[config.mk]
export PLATFORM = sky130hd
export DESIGN_NAME = key_press_bcd_counter
export DESIGN_NICKNAME = d
export VERILOG_FILES = /design/src/rtl/key_press_bcd_counter_pkg.sv /design/src/rtl/bcd_to_seg7.sv /design/src/rtl/key_press_bcd_counter.sv
export SDC_FILE = /design/constraint.sdc
export NUM_CORES = 1
export LEC_CHECK = 0
export ABC_AREA = 1
export BUFFER_PORTS_ARGS = -buffer_cell sky130_fd_sc_hd__buf_4
export CAP_MARGIN = 20
export CORE_UTILIZATION = 35
export DETAILED_ROUTE_END_ITERATION = 16
export HOLD_SLACK_MARGIN = 0.03
export PLACE_DENSITY = 0.59
export SLEW_MARGIN = 20
export SYNTH_ARGS = -nofsm -noshare
export SYNTH_HDL_FRONTEND = slang
export SYNTH_HIERARCHICAL = 1
export SYNTH_SLANG_ARGS = --single-unit
[constraint.sdc]
create_clock -name clk -period 1.4 [get_ports clk]
set_input_delay 0.07 -clock clk [delete_from_list [all_inputs] [get_ports clk]]
set_output_delay 0.07 -clock clk [all_outputs]
set_load 0.005 [all_outputs]
[src/rtl/key_press_bcd_counter_pkg.sv]
// rtl/key_press_bcd_counter_pkg.sv - shared segment codes and debounce FSM encoding
// Segment codes are active-low with the decimal point in bit 0.
// These codes are shared with the seven-segment display controller.
package key_press_bcd_counter_pkg;

  localparam logic [7:0] SEG_ZERO  = 8'h03;
  localparam logic [7:0] SEG_ONE   = 8'h9F;
  localparam logic [7:0] SEG_TWO   = 8'h25;
  localparam logic [7:0] SEG_THREE = 8'h0D;
  localparam logic [7:0] SEG_FOUR  = 8'h99;
  localparam logic [7:0] SEG_FIVE  = 8'h49;
  localparam logic [7:0] SEG_SIX   = 8'h41;
  localparam logic [7:0] SEG_SEVEN = 8'h1F;
  localparam logic [7:0] SEG_EIGHT = 8'h01;
  localparam logic [7:0] SEG_NINE  = 8'h09;
  localparam logic [7:0] SEG_BLANK = 8'hFF;

  typedef logic [1:0] state_t;

  localparam state_t IDLE      = 2'd0;
  localparam state_t PRESS_CHK = 2'd1;
  localparam state_t DOWN      = 2'd2;
  localparam state_t REL_CHK   = 2'd3;

endpackage

[src/rtl/bcd_to_seg7.sv]
// rtl/bcd_to_seg7.sv - combinational BCD digit to active-low segment code
// Any value above 9 cannot come from a BCD counter, so it shows as blank.
module bcd_to_seg7
  import key_press_bcd_counter_pkg::*;
(
  input  logic [3:0] bcd,
  output logic [7:0] seg
);

  // Decode one digit to its segment pattern.
  always_comb begin
    seg = SEG_BLANK;
    case (bcd)
      4'd0:    seg = SEG_ZERO;
      4'd1:    seg = SEG_ONE;
      4'd2:    seg = SEG_TWO;
      4'd3:    seg = SEG_THREE;
      4'd4:    seg = SEG_FOUR;
      4'd5:    seg = SEG_FIVE;
      4'd6:    seg = SEG_SIX;
      4'd7:    seg = SEG_SEVEN;
      4'd8:    seg = SEG_EIGHT;
      4'd9:    seg = SEG_NINE;
      default: seg = SEG_BLANK;
    endcase
  end

endmodule

[src/rtl/key_press_bcd_counter.sv]
// rtl/key_press_bcd_counter.sv - debounced push-button with two-digit BCD press count
// The raw key passes through a two-flop synchroniser and a four-state debounce FSM.
// Accepted presses increment a 00-99 BCD count.
// The count is then registered into segment codes for the display controller.
module key_press_bcd_counter
  import key_press_bcd_counter_pkg::*;
#(
  parameter int DEBOUNCE_CYCLES = 3000000,
  parameter int CNT_W           = 32
) (
  input  logic       clk,
  input  logic       rst,
  input  logic       key_in,
  input  logic       clr,
  output logic       key_level,
  output logic       press_pulse,
  output logic       release_pulse,
  output logic [3:0] bcd_tens,
  output logic [3:0] bcd_units,
  output logic       overflow,
  output logic [7:0] seg_tens,
  output logic [7:0] seg_units
);

  localparam logic [CNT_W-1:0] CNT_LAST = CNT_W'(DEBOUNCE_CYCLES - 1);

  logic             s1_q, s1_d;
  logic             key_sync_q, key_sync_d;
  state_t           state_q, state_d;
  logic [CNT_W-1:0] cnt_q, cnt_d;
  logic             key_level_q, key_level_d;
  logic             press_pulse_q, press_pulse_d;
  logic             release_pulse_q, release_pulse_d;
  logic [3:0]       tens_q, tens_d;
  logic [3:0]       units_q, units_d;
  logic             overflow_q, overflow_d;
  logic [7:0]       seg_tens_q, seg_tens_d;
  logic [7:0]       seg_units_q, seg_units_d;

  // Synchroniser inputs: key_in -> s1 -> key_sync.
  always_comb begin
    s1_d       = key_in;
    key_sync_d = s1_q;
  end

  // State register plus the registered FSM outputs, so they change with the state.
  always_ff @(posedge clk) begin
    if (rst) begin
      s1_q            <= 1'b0;
      key_sync_q      <= 1'b0;
      state_q         <= IDLE;
      cnt_q           <= '0;
      key_level_q     <= 1'b0;
      press_pulse_q   <= 1'b0;
      release_pulse_q <= 1'b0;
    end else begin
      s1_q            <= s1_d;
      key_sync_q      <= key_sync_d;
      state_q         <= state_d;
      cnt_q           <= cnt_d;
      key_level_q     <= key_level_d;
      press_pulse_q   <= press_pulse_d;
      release_pulse_q <= release_pulse_d;
    end
  end

  // Next state: a transition is accepted only after key_sync stays stable long enough.
  always_comb begin
    state_d = state_q;
    cnt_d   = cnt_q;
    case (state_q)
      IDLE: begin
        if (key_sync_q) begin
          state_d = PRESS_CHK;
          cnt_d   = '0;
        end
      end
      PRESS_CHK: begin
        if (!key_sync_q) begin
          state_d = IDLE;
          cnt_d   = '0;
        end else if (cnt_q == CNT_LAST) begin
          state_d = DOWN;
        end else begin
          cnt_d = cnt_q + CNT_W'(1);
        end
      end
      DOWN: begin
        if (!key_sync_q) begin
          state_d = REL_CHK;
          cnt_d   = '0;
        end
      end
      REL_CHK: begin
        if (key_sync_q) begin
          state_d = DOWN;
          cnt_d   = '0;
        end else if (cnt_q == CNT_LAST) begin
          state_d = IDLE;
        end else begin
          cnt_d = cnt_q + CNT_W'(1);
        end
      end
      default: begin
        state_d = IDLE;
        cnt_d   = '0;
      end
    endcase
  end

  // FSM outputs: the level follows the next state, and pulses mark the accepting transitions.
  always_comb begin
    key_level_d     = (state_d == DOWN) || (state_d == REL_CHK);
    press_pulse_d   = (state_q == PRESS_CHK) && (state_d == DOWN);
    release_pulse_d = (state_q == REL_CHK) && (state_d == IDLE);
  end

  // BCD count update: clear beats a same-cycle press; 99 wraps to 00 with overflow.
  always_comb begin
    tens_d     = tens_q;
    units_d    = units_q;
    overflow_d = 1'b0;
    if (clr) begin
      tens_d  = 4'd0;
      units_d = 4'd0;
    end else if (press_pulse_q) begin
      if (units_q < 4'd9) begin
        units_d = units_q + 4'd1;
      end else begin
        units_d = 4'd0;
        if (tens_q < 4'd9) begin
          tens_d = tens_q + 4'd1;
        end else begin
          tens_d     = 4'd0;
          overflow_d = 1'b1;
        end
      end
    end
  end

  // Count and overflow registers.
  always_ff @(posedge clk) begin
    if (rst) begin
      tens_q     <= 4'd0;
      units_q    <= 4'd0;
      overflow_q <= 1'b0;
    end else begin
      tens_q     <= tens_d;
      units_q    <= units_d;
      overflow_q <= overflow_d;
    end
  end

  bcd_to_seg7 u_seg_tens (
    .bcd (tens_q),
    .seg (seg_tens_d)
  );

  bcd_to_seg7 u_seg_units (
    .bcd (units_q),
    .seg (seg_units_d)
  );

  // Segment registers trail the count by one cycle, so the display sees clean codes.
  always_ff @(posedge clk) begin
    if (rst) begin
      seg_tens_q  <= SEG_ZERO;
      seg_units_q <= SEG_ZERO;
    end else begin
      seg_tens_q  <= seg_tens_d;
      seg_units_q <= seg_units_d;
    end
  end

  assign key_level     = key_level_q;
  assign press_pulse   = press_pulse_q;
  assign release_pulse = release_pulse_q;
  assign bcd_tens      = tens_q;
  assign bcd_units     = units_q;
  assign overflow      = overflow_q;
  assign seg_tens      = seg_tens_q;
  assign seg_units     = seg_units_q;

endmodule

# [Yosys cells after proc, flatten, opt, wreduce, memory -nomap -nowiden]
# Memories as Yosys holds them, arrays and structs flattened. A register that Yosys moved wholly into a read port is not among the register bits.
# Cells that the tools add are included.
[word_totals] register_bits=64 latchBits=0 mem_bits_rw=0 romBits=224 n_memories=2
[memory_table] memory="(no name shown)" depth=16 width=7 rd=1 rd_clocked_by_memory_dff=1 wr=0 line_no="bcd_to_seg7.sv:13" rtl="case (bcd)"
[memory_table] memory="(no name shown)" depth=16 width=7 rd=1 rd_clocked_by_memory_dff=1 wr=0 line_no="bcd_to_seg7.sv:13"
[classes] add_sub_neg=3 multipliers=0 div_mod_pow=0 n_lt_le_gt_ge=2 eq_ne=8 shift=0 mux=16 bitwise_logic=2 n_reduce_logical=9
[ops] operator="two-way mux 32 bit" n=5
[ops] operator="case mux 32 bit (4 select lines)" n=1
[ops] operator="adder 32 x 1 -> 32 bit, second input constant" n=1
[ops] operator="equality test 32 x 22 -> 1 bit, second input constant" n=1
[ops] operator="two-way mux 2 bit" n=6
[ops] operator="adder 4 x 1 -> 4 bit, second input constant" n=2
[ops] operator="equality test 2 bit, second input constant" n=4
[ops] operator="< comparator 4 bit, second input constant" n=2
[ops] operator="two-way mux 4 bit" n=2
[ops] operator="case mux 2 bit (4 select lines)" n=1
[ops] operator="logical NOT 2 bit" n=2
[ops] operator="!= test 2 bit, second input constant" n=2
[ops] operator="AND reduction 2 bit" n=2
[ops] operator="OR reduction 4 bit" n=1
[ops] operator="equality test 2 x 1 -> 1 bit, second input constant" n=1
[ops] operator="logical AND 1 bit" n=2
[ops] operator="inverter 1 bit" n=2
[ops] operator="OR reduction 2 bit" n=1
[ops] operator="logical OR 1 bit" n=1
[ops] operator="two-way mux 1 bit" n=1

# [Logic depth before layout (Yosys ltp)]
# Gate-level depths: netlist (run 1).
[logic_depth] depth_word=6 depth_mapped=10

# [Cells and area by module]
# The synthesis (run 1) kept the hierarchy.
[by_module_without_submodules] mod="key_press_bcd_counter" n_inst=1 cells_each=530 area_per_inst_um2=3479.6 seq_area_each_um2=1281.2
[by_module_without_submodules] mod="bcd_to_seg7" n_inst=2 cells_each=37 area_per_inst_um2=198.9 seq_area_each_um2=0.0

# [Least setup slack after synthesis (run 1)]
# OpenSTA, ideal clock, no wires.
[synth_timing] path_type="flip-flop to flip-flop" startpoint="reg units_q[1], in the netlist bcd_units[1]" endpoint="reg tens_q[2], in the netlist bcd_tens[2]" arrival_ns=1.401 required_ns=1.271 setup_slack_ns=-0.130 stages_incl_launch_ff=7 n_path_buf=0 period_less_slack_ns=1.530 cell_sequence="dfxtp_1 -> inv_1 -> ha_1 -> a21oi_1 -> nand2_1 -> o21ai_0 -> nor2_1"
[synth_between] elab_chain_cells=3
[synth_lines] item="start, declared" line_no="key_press_bcd_counter.sv:35" rtl="logic [3:0] units_q, units_d;"
[synth_lines] item="start signal, assigned" line_no="key_press_bcd_counter.sv:149" rtl="units_q <= units_d;"
[synth_lines] item="< comparator 4 bit" line_no="key_press_bcd_counter.sv:127" rtl="if (units_q < 4'd9) begin"
[synth_lines] item="inverter 1 bit (no line)"
[synth_lines] item="AND reduction 2 bit (no line)"
[synth_lines] item="end signal, assigned" line_no="key_press_bcd_counter.sv:148" rtl="tens_q <= tens_d;"
[synth_lines] item="end, declared" line_no="key_press_bcd_counter.sv:34" rtl="logic [3:0] tens_q, tens_d;"
# No other way between the ends.
# A chain may end at the register's enable or synchronous reset.

# [Final worst setup path (run 1)]
[layout_timing] startpoint="reg cnt_q[0]" endpoint="reg cnt_q[12]"
[layout_between] elab_chain_cells=4
[layout_lines] item="start, declared" line_no="key_press_bcd_counter.sv:30" rtl="logic [CNT_W-1:0] cnt_q, cnt_d;"
[layout_lines] item="start signal, assigned" line_no="key_press_bcd_counter.sv:60" rtl="cnt_q <= cnt_d;"
[layout_lines] item="adder 32 x 1 -> 32 bit or equality test 32 x 22 -> 1 bit (tied branches)"
[layout_lines] item="two-way mux 32 bit *" line_no="key_press_bcd_counter.sv:82, key_press_bcd_counter.sv:98"
[layout_lines] item="two-way mux 32 bit, on equally long branches" line_no="key_press_bcd_counter.sv:95, key_press_bcd_counter.sv:79"
[layout_lines] item="case mux 32 bit (4 select lines) *" line_no="key_press_bcd_counter.sv:71" rtl="case (state_q)"
# Mark *: on every way between the ends. The rest lies on a longest branch, timed or not.

==> results of run 1 <==
-- placed cells by master (no fill, tap or decap), types with 4 or more instances in the layout --
| cell | synthesis | routed |
|---|---|---|
| sky130_fd_sc_hd__dfxtp_1 | 64 | 35 |
| sky130_fd_sc_hd__a21oi_1 | 34 | 27 |
| sky130_fd_sc_hd__nand4_1 | 5 | 5 |
| sky130_fd_sc_hd__o21ai_1 | 1 | 5 |
| sky130_fd_sc_hd__nand3_2 | 2 | 6 |
| sky130_fd_sc_hd__nor2_2 | 8 | 12 |
| sky130_fd_sc_hd__inv_2 | 4 | 13 |
| sky130_fd_sc_hd__or2_2 | 5 | 5 |
| sky130_fd_sc_hd__o21ai_2 | 2 | 8 |
| sky130_fd_sc_hd__nor2_4 | 6 | 13 |
| sky130_fd_sc_hd__nand3_1 | 39 | 34 |
| sky130_fd_sc_hd__inv_1 | 83 | 72 |
| sky130_fd_sc_hd__dfxtp_2 | 0 | 24 |
| sky130_fd_sc_hd__clkbuf_8 | 1 | 10 |
| sky130_fd_sc_hd__nand2_1 | 181 | 163 |
| sky130_fd_sc_hd__nor2_1 | 74 | 63 |
| sky130_fd_sc_hd__buf_4 | 3 | 109 |
| sky130_fd_sc_hd__dfxtp_4 | 0 | 5 |
| sky130_fd_sc_hd__o21ai_0 | 22 | 12 |
| sky130_fd_sc_hd__ha_1 | 15 | 14 |
| sky130_fd_sc_hd__nand2_2 | 6 | 21 |
| sky130_fd_sc_hd__a21oi_2 | 4 | 11 |
| sky130_fd_sc_hd__nand2_4 | 1 | 4 |
| sky130_fd_sc_hd__nor3_1 | 10 | 8 |
-- flip-flops by register name, summed over array words and instances (netlist names) --
| register | flops |
|---|---|
| cnt_q | 32 |
| seg_tens | 8 |
| seg_units | 8 |
| bcd_tens | 4 |
| bcd_units | 4 |
| state_q | 2 |
| key_level | 1 |
| key_sync_d | 1 |
| key_sync_q | 1 |
| overflow | 1 |
| press_pulse | 1 |
| release_pulse | 1 |
-- cells by family (layout without fill, tap and decap cells) --
| kind of cell | after synthesis | after routing |
|---|---|---|
| and+or+nand+nor | 344 | 344 |
| buffers and inverters | 102 | 220 |
| AOI/OAI and AO/OA | 75 | 75 |
| DFF | 64 | 64 |
| adders and majority gates | 15 | 15 |
| other | 2 | 2 |
| xor gates and xnor gates | 2 | 2 |
-- through the flow --
stage,instances,total power (W)
floorplan,604,0.001933
global placement,829,0.001979
detailed placement,829,0.001980
CTS,855,0.003474
global route,862,0.003557
finish,862,0.003443
-- area by class of cell --
cell class,instances,area (sq um),area share
multi-input combinational,438,2400,0.4481
sequential,64,1330,0.2484
clock inverter,6,45.04,0.008411
inverter,87,336.6,0.06285
tap,140,175.2,0.03271
timing repair buffer,117,930.9,0.1738
clock buffer,10,137.6,0.02570
-- path summary, 6_finish.rpt --
path | slack, ps | cells past startpoint | start | end
hold reg to reg | 410 | 2 | key_sync_d | key_sync_q
hold / removal | 410 | 2 | key_sync_d | key_sync_q
setup / recovery | -60 | 8 | cnt_q[0] | cnt_q[12]
setup reg to reg | -60 | 8 | cnt_q[0] | cnt_q[12]
-- worst min-delay path, cell delays in order, from the launching register on --
cell	delay (ps)
sky130_fd_sc_hd__dfxtp_1	300
sky130_fd_sc_hd__inv_1	40
sky130_fd_sc_hd__nor2_1	30
-- power by group through the flow --
stage	clock network [W]	logic, W	registers, W
after global routing	0.00161	0.000133	0.00182
after CTS	0.00153	0.000118	0.00182
after floorplan	0	0.0000624	0.00187
after global placement	0	0.000109	0.00187
final	0.00150	0.000121	0.00182
after detailed placement	0	0.000109	0.00187
-- layer usage --
layer | share of wire | GRT usage | vias to the layer above
met2 | 0.49 | 0.3392 | 92
met4 | 0.023 | 0.09589 | 0
li1 | - | - | 2106
met5 | 0 | 0 | -
met1 | 0.45 | 0.2457 | 1901
met3 | 0.043 | 0.04540 | 19
-- what timing repair did --
item | 4_1_cts | 5_1_grt
hold buffers | 3 | 0
pin swaps | 18 | 27
gates resized for setup | 44 | 72
hold endpoints to repair | 16 | 0
setup endpoints to repair | 33 | 41
buffers inserted | 7 | 7
==> run_summary.xml, run 1 <==
<?xml version="1.0" encoding="UTF-8"?>
<metrics>
  <group name="power_and_ir_drop">
    <metric name="powerDensity" unit="nW/um^2">643.0</metric>
    <metric name="share_seq_of_total_power" unit="">0.528</metric>
    <metric name="comb_power_share" unit="">0.035</metric>
    <metric name="p_leak" unit="nW">2.256</metric>
    <metric name="netSwitchingFraction" unit="">0.2586</metric>
    <metric name="p_clk_frac" unit="">0.437</metric>
    <metric name="power_switching" unit="W">0.0008906</metric>
    <metric name="worst_ir_drop_vdd" unit="uV">589.2</metric>
    <metric name="intPower" unit="W">0.002553</metric>
  </group>
  <group name="timing">
    <metric name="smallest_setup_slack_after_layout" unit="ps">-64.09</metric>
    <metric name="timing.final.crit_period" unit="ps">1464</metric>
    <metric name="slew_viol_final" unit="">0</metric>
    <metric name="fin_worst_skew" unit="ps">12.04</metric>
    <metric name="setup_tns" unit="ps">-246.2</metric>
    <metric name="final-setup-viol-count" unit="">9</metric>
    <metric name="achievable-frequency" unit="GHz">0.6830</metric>
    <metric name="rsz0062_at_grt" unit="">true</metric>
    <metric name="hold_slack" unit="ps">406.8</metric>
    <metric name="finalHoldViolations" unit="">0</metric>
    <metric name="layout_worst_path_cycle_share" unit="">1.046</metric>
  </group>
  <group name="setup_path">
    <metric name="critPathTopFamily" unit="">simple AND/OR/NAND/NOR gates</metric>
    <metric name="worst_ep_required_time" unit="ps">1690</metric>
    <metric name="timing.setup.critical_path_class" unit="">flop to flop</metric>
    <metric name="critPathBufInv" unit="">1</metric>
    <metric name="worstSetupEndpointType" unit="">flop</metric>
    <metric name="timing.critical_path.mode_cell" unit="">sky130_fd_sc_hd__a21oi_1</metric>
    <metric name="crit_arrival" unit="ps">1760</metric>
    <metric name="critical_path_peak_fanout" unit="">4</metric>
    <metric name="timing.critical_path.slowest_stage_cell" unit="">sky130_fd_sc_hd__dfxtp_2</metric>
    <metric name="critical_path.cell_chain" unit="">ha_4 -&gt; nand2_4 -&gt; nor2_4 -&gt; nand3_4 -&gt; buf_4 -&gt; a21oi_1 -&gt; o21ai_1 -&gt; a21oi_1</metric>
    <metric name="start_kind" unit="">flop</metric>
    <metric name="critical-path-max-stage-delay" unit="ps">350</metric>
  </group>
  <group name="synthesis">
    <metric name="synth_top_cell_by_area" unit="">sky130_fd_sc_hd__dfxtp_1</metric>
    <metric name="ys_ff_latch" unit="">64</metric>
    <metric name="netlist.area_leader.share" unit="">0.3304</metric>
    <metric name="post_synth_and_or_nand_nor_area_fraction" unit="">0.3953</metric>
    <metric name="avgSynthCellArea" unit="sq um">6.420</metric>
    <metric name="synth.yosys.seq_area_share" unit="">0.3304</metric>
    <metric name="synth_net_count" unit="">623</metric>
    <metric name="ys_types" unit="">44</metric>
    <metric name="ys.flop_type" unit="">sky130_fd_sc_hd__dfxtp_1</metric>
    <metric name="async_reset_ff_frac" unit="">0</metric>
    <metric name="commonest_cells_in_the_synthesized_netlist" unit="">181 x sky130_fd_sc_hd__nand2_1, 83 x sky130_fd_sc_hd__inv_1, 74 x sky130_fd_sc_hd__nor2_1</metric>
    <metric name="synth_fa_ha_area_frac" unit="">0.04840</metric>
    <metric name="ys_warn_count" unit="">6</metric>
    <metric name="synthesis.instances" unit="">604</metric>
    <metric name="count_of_flip_flops_with_a_built_in_enable_after_synthesis" unit="">0</metric>
    <metric name="yosys.cell_count.top_type" unit="">sky130_fd_sc_hd__nand2_1</metric>
    <metric name="synth_top_family_by_area" unit="">simple AND/OR/NAND/NOR gates</metric>
    <metric name="synth_compound_gate_area_share" unit="">0.1091</metric>
    <metric name="synth_xor_xnor_area_share" unit="">0.004518</metric>
    <metric name="syn-cell-area" unit="sq um">3877</metric>
    <metric name="post_synth_mux_area_share" unit="">0</metric>
    <metric name="netlist_top_cells_area" unit="">sky130_fd_sc_hd__dfxtp_1 33%, sky130_fd_sc_hd__nand2_1 18%, sky130_fd_sc_hd__inv_1 8.0%, sky130_fd_sc_hd__nor2_1 7.2%, sky130_fd_sc_hd__nand3_1 5.0%</metric>
  </group>
  <group name="floorplanning">
    <metric name="die_x_extent" unit="microns">107.3</metric>
    <metric name="core-area" unit="sq um">10790</metric>
    <metric name="dieArea" unit="sq um">11500</metric>
    <metric name="initial_core_util" unit="">0.3593</metric>
    <metric name="floorplan.rows" unit="">38</metric>
    <metric name="floorplan.die.height" unit="microns">107.3</metric>
    <metric name="num_io_pins" unit="">32</metric>
  </group>
  <group name="detailed_routing">
    <metric name="first_pass_iters" unit="">4</metric>
    <metric name="via_count" unit="">4118</metric>
    <metric name="wl_per_cell" unit="microns">12.71</metric>
    <metric name="detail_route.vias_per_cell" unit="">4.777</metric>
    <metric name="initialDrtViolationCount" unit="">271</metric>
    <metric name="route.antenna.remaining_nets" unit="">0</metric>
    <metric name="route.final.wire_length" unit="microns">10960</metric>
    <metric name="drc_errors" unit="">0</metric>
  </group>
  <group name="status">
    <metric name="failing_checks" unit="">negative setup slack</metric>
    <metric name="outcome" unit="">complete, but fails checks</metric>
  </group>
  <group name="worst_hold_path">
    <metric name="min_path_type" unit="">flop to flop</metric>
  </group>
  <group name="global_routing">
    <metric name="track_usage" unit="">0.2027</metric>
    <metric name="wire_length_of_the_first_global_routing_pass" unit="microns">17960</metric>
    <metric name="grt_antenna_before_repair" unit="">0</metric>
    <metric name="first_global_vias" unit="">3916</metric>
    <metric name="grt_remaining_overflow" unit="">0</metric>
    <metric name="grt_max_degree" unit="">25</metric>
  </group>
  <group name="final_layout">
    <metric name="drive_above_1_share" unit="">0.3643</metric>
    <metric name="nNetsFinal" unit="">736</metric>
    <metric name="syn_to_final_growth" unit="%">38.11</metric>
    <metric name="nFillCells" unit="">1035</metric>
    <metric name="final_area" unit="sq um">5355</metric>
    <metric name="antenna_cells" unit="">0</metric>
    <metric name="final_core_utilization" unit="">0.4962</metric>
  </group>
  <group name="clock_tree">
    <metric name="clkTransAtPathRegs" unit="ps">80</metric>
    <metric name="cts_max_path_buffers" unit="">2</metric>
    <metric name="htree_num_levels" unit="">3</metric>
    <metric name="cts_made_buffers" unit="">9</metric>
    <metric name="numClockSinks" unit="">64</metric>
    <metric name="cts_root_buf" unit="">sky130_fd_sc_hd__clkbuf_8</metric>
    <metric name="tritoncts" unit="">yes</metric>
    <metric name="clock_insertion_delay_worst_skew" unit="ps">380</metric>
  </group>
  <group name="placed_design">
    <metric name="place.gp.congestion" unit="">0.9186</metric>
    <metric name="port-buffer-count" unit="">31</metric>
    <metric name="dp_hpwl" unit="microns">7888</metric>
    <metric name="detailed_place.area" unit="sq um">4753</metric>
    <metric name="pre_cts_slack" unit="ps">-158.0</metric>
  </group>
  <group name="flow_run">
    <metric name="cap_violations" unit="">0</metric>
  </group>
</metrics>
Note: power is estimated with default switching activity, not from simulation.
==> inputs of run 2 (changes only) <==
BUFFER_PORTS_ARGS = default   (was -buffer_cell sky130_fd_sc_hd__buf_4)
DONT_BUFFER_PORTS = 1   (was default)
PLACE_DENSITY = 0.57   (was 0.59)
==> run_summary.xml, run 2 (synthesized netlist as in run 1, its figures left out) <==
<?xml version="1.0" encoding="UTF-8"?>
<metrics>
  <group name="status">
    <metric name="outcome" unit="">complete, but fails checks</metric>
    <metric name="failing_checks" unit="">negative setup slack</metric>
  </group>
  <group name="floorplanning">
    <metric name="dieArea" unit="sq um">11500</metric>
    <metric name="floorplan.die.height" unit="microns">107.3</metric>
    <metric name="die_x_extent" unit="microns">107.3</metric>
    <metric name="floorplan.rows" unit="">38</metric>
    <metric name="num_io_pins" unit="">32</metric>
    <metric name="initial_core_util" unit="">0.3593</metric>
    <metric name="core-area" unit="sq um">10790</metric>
  </group>
  <group name="timing">
    <metric name="achievable-frequency" unit="GHz">0.6579</metric>
    <metric name="smallest_setup_slack_after_layout" unit="ps">-119.9</metric>
    <metric name="rsz0062_at_grt" unit="">true</metric>
    <metric name="fin_worst_skew" unit="ps">8.494</metric>
    <metric name="finalHoldViolations" unit="">0</metric>
    <metric name="slew_viol_final" unit="">0</metric>
    <metric name="layout_worst_path_cycle_share" unit="">1.086</metric>
    <metric name="timing.final.crit_period" unit="ps">1520</metric>
    <metric name="final-setup-viol-count" unit="">19</metric>
  </group>
  <group name="power_and_ir_drop">
    <metric name="worst_ir_drop_vdd" unit="uV">728.8</metric>
    <metric name="powerDensity" unit="nW/um^2">692.1</metric>
    <metric name="intPower" unit="W">0.002692</metric>
    <metric name="netSwitchingFraction" unit="">0.2466</metric>
    <metric name="comb_power_share" unit="">0.034</metric>
    <metric name="finalPower" unit="W">0.003573</metric>
    <metric name="p_leak" unit="nW">2.113</metric>
    <metric name="power_switching" unit="W">0.0008811</metric>
    <metric name="p_clk_frac" unit="">0.457</metric>
    <metric name="share_seq_of_total_power" unit="">0.510</metric>
  </group>
  <group name="global_routing">
    <metric name="grt_remaining_overflow" unit="">0</metric>
    <metric name="use_met1" unit="">0.2268</metric>
    <metric name="track_usage" unit="">0.1966</metric>
    <metric name="wire_length_of_the_first_global_routing_pass" unit="microns">17510</metric>
    <metric name="grt_max_degree" unit="">29</metric>
    <metric name="use_met3" unit="">0.04540</metric>
    <metric name="first_global_vias" unit="">3768</metric>
    <metric name="met2_usage_in_global_routing" unit="">0.3452</metric>
    <metric name="grt.busiest_layer" unit="">met2</metric>
    <metric name="grt_antenna_before_repair" unit="">0</metric>
  </group>
  <group name="placed_design">
    <metric name="place.gp.congestion" unit="">0.9162</metric>
    <metric name="port-buffer-count" unit="">0</metric>
    <metric name="pre_cts_slack" unit="ps">-151.1</metric>
    <metric name="dp_hpwl" unit="microns">7688</metric>
  </group>
  <group name="detailed_routing">
    <metric name="initialDrtViolationCount" unit="">189</metric>
    <metric name="detail_route.vias_per_cell" unit="">4.837</metric>
    <metric name="drc_errors" unit="">0</metric>
    <metric name="route.final.wire_length" unit="microns">11080</metric>
    <metric name="route.antenna.remaining_nets" unit="">0</metric>
    <metric name="wl_per_cell" unit="microns">13.30</metric>
    <metric name="via_count" unit="">4029</metric>
    <metric name="first_pass_iters" unit="">5</metric>
  </group>
  <group name="final_layout">
    <metric name="nNetsFinal" unit="">707</metric>
    <metric name="multi_input_comb_area" unit="sq um">2390</metric>
    <metric name="layout.cells.most_common_list" unit="">168 x sky130_fd_sc_hd__nand2_1, 78 x sky130_fd_sc_hd__buf_4, 75 x sky130_fd_sc_hd__inv_1, 63 x sky130_fd_sc_hd__nor2_1, 41 x sky130_fd_sc_hd__dfxtp_1</metric>
    <metric name="flip_flop_count_of_the_largest_register_all_copies_and_words_added" unit="">32</metric>
    <metric name="largest-register" unit="">cnt_q</metric>
    <metric name="syn_to_final_growth" unit="%">33.14</metric>
    <metric name="nFillCells" unit="">1084</metric>
    <metric name="ff_latch_area" unit="sq um">1320</metric>
    <metric name="antenna_cells" unit="">0</metric>
    <metric name="final_common_cell" unit="">sky130_fd_sc_hd__nand2_1</metric>
    <metric name="drive_above_1_share" unit="">0.3131</metric>
    <metric name="final_core_utilization" unit="">0.4783</metric>
  </group>
  <group name="setup_path">
    <metric name="crit_arrival" unit="ps">1810</metric>
    <metric name="r2r_cells" unit="">9</metric>
    <metric name="worstSetupEndpointType" unit="">flop</metric>
    <metric name="timing.setup.critical_path_class" unit="">flop to flop</metric>
    <metric name="critical_path_peak_fanout" unit="">4</metric>
    <metric name="setup.worst_path.start" unit="">cnt_q[1]</metric>
    <metric name="worst_ep_required_time" unit="ps">1690</metric>
    <metric name="start_kind" unit="">flop</metric>
    <metric name="worst_r2r_startpoint" unit="">cnt_q[1]</metric>
  </group>
  <group name="clock_tree">
    <metric name="numClockSinks" unit="">64</metric>
    <metric name="cts_max_path_buffers" unit="">2</metric>
    <metric name="cts_made_buffers" unit="">9</metric>
    <metric name="cts_root_buf" unit="">sky130_fd_sc_hd__clkbuf_8</metric>
    <metric name="clkTransAtPathRegs" unit="ps">80</metric>
    <metric name="clock_insertion_delay_worst_skew" unit="ps">370</metric>
    <metric name="tritoncts" unit="">yes</metric>
    <metric name="htree_num_levels" unit="">3</metric>
  </group>
  <group name="flow_run">
    <metric name="cap_violations" unit="">0</metric>
  </group>
  <group name="worst_hold_path">
    <metric name="whs_path_depth" unit="">4</metric>
    <metric name="min-delay-start" unit="">rst</metric>
    <metric name="min_path_type" unit="">primary input to flop</metric>
  </group>
</metrics>
[run 2: timing repair]
item,4_1_cts,5_1_grt
pin swaps,7,26
buffers inserted,1,10
endpoints found under the setup margin,39,40
endpoints found under the hold margin,36,0
hold buffers,4,0
resized for setup,37,72
cloned,0,2
[run 2: final timing paths]
path	end	slack, ps
setup / recovery	cnt_q[10]	-120
hold / removal	cnt_q[11]	110
setup reg to reg	cnt_q[10]	-120
hold reg to reg	key_sync_q	400
[run 2: power by group through the flow]
stage,clock network (W),logic (W),registers [W]
3_5_place_dp,0,0.0000663,0.00187
3_3_place_gp,0,0.0000653,0.00187
4_1_cts,0.00168,0.0000972,0.00183
6_report,0.00163,0.000120,0.00182
2_1_floorplan,0,0.0000624,0.00187
5_1_grt,0.00176,0.000129,0.00182
[run 2: through the flow]
stage                     instances  instance area, sq um  setup TNS [ps]  hold WS [ps]
after floorplan                 604                  3891          -20.87         177.0
after global placement          800                  4498          -965.8         138.4
after detailed placement        800                  4498           -1647         140.4
after CTS                       821                  4852          -121.5         94.91
after global routing            833                  5162           -3710         127.4
final                           833                  5162           -1012         111.8
[run 2: cell type report]
cell class,instances,area share
tap,140,0.03393
timing repair inverter,1,0.001697
inverter,87,0.07029
clock inverter,6,0.01333
clock buffer,10,0.02472
timing repair buffer,87,0.1374
multi-input combinational,438,0.4629
sequential,64,0.2557
[run 2: critical path, cell delays in order (launching register included)]
cell	delay, ps
sky130_fd_sc_hd__dfxtp_2	360
sky130_fd_sc_hd__ha_4	150
sky130_fd_sc_hd__nand2_4	60
sky130_fd_sc_hd__nor2_4	190
sky130_fd_sc_hd__buf_4	140
sky130_fd_sc_hd__nand2_1	60
sky130_fd_sc_hd__buf_4	150
sky130_fd_sc_hd__o21bai_1	120
sky130_fd_sc_hd__nand3_1	90
sky130_fd_sc_hd__a21oi_1	120
[run 2: layer usage]
metal,part of all wire,wire length (microns)
met5,0,0
met4,0.022,249
met3,0.042,464
met2,0.49,5433
met1,0.45,4929
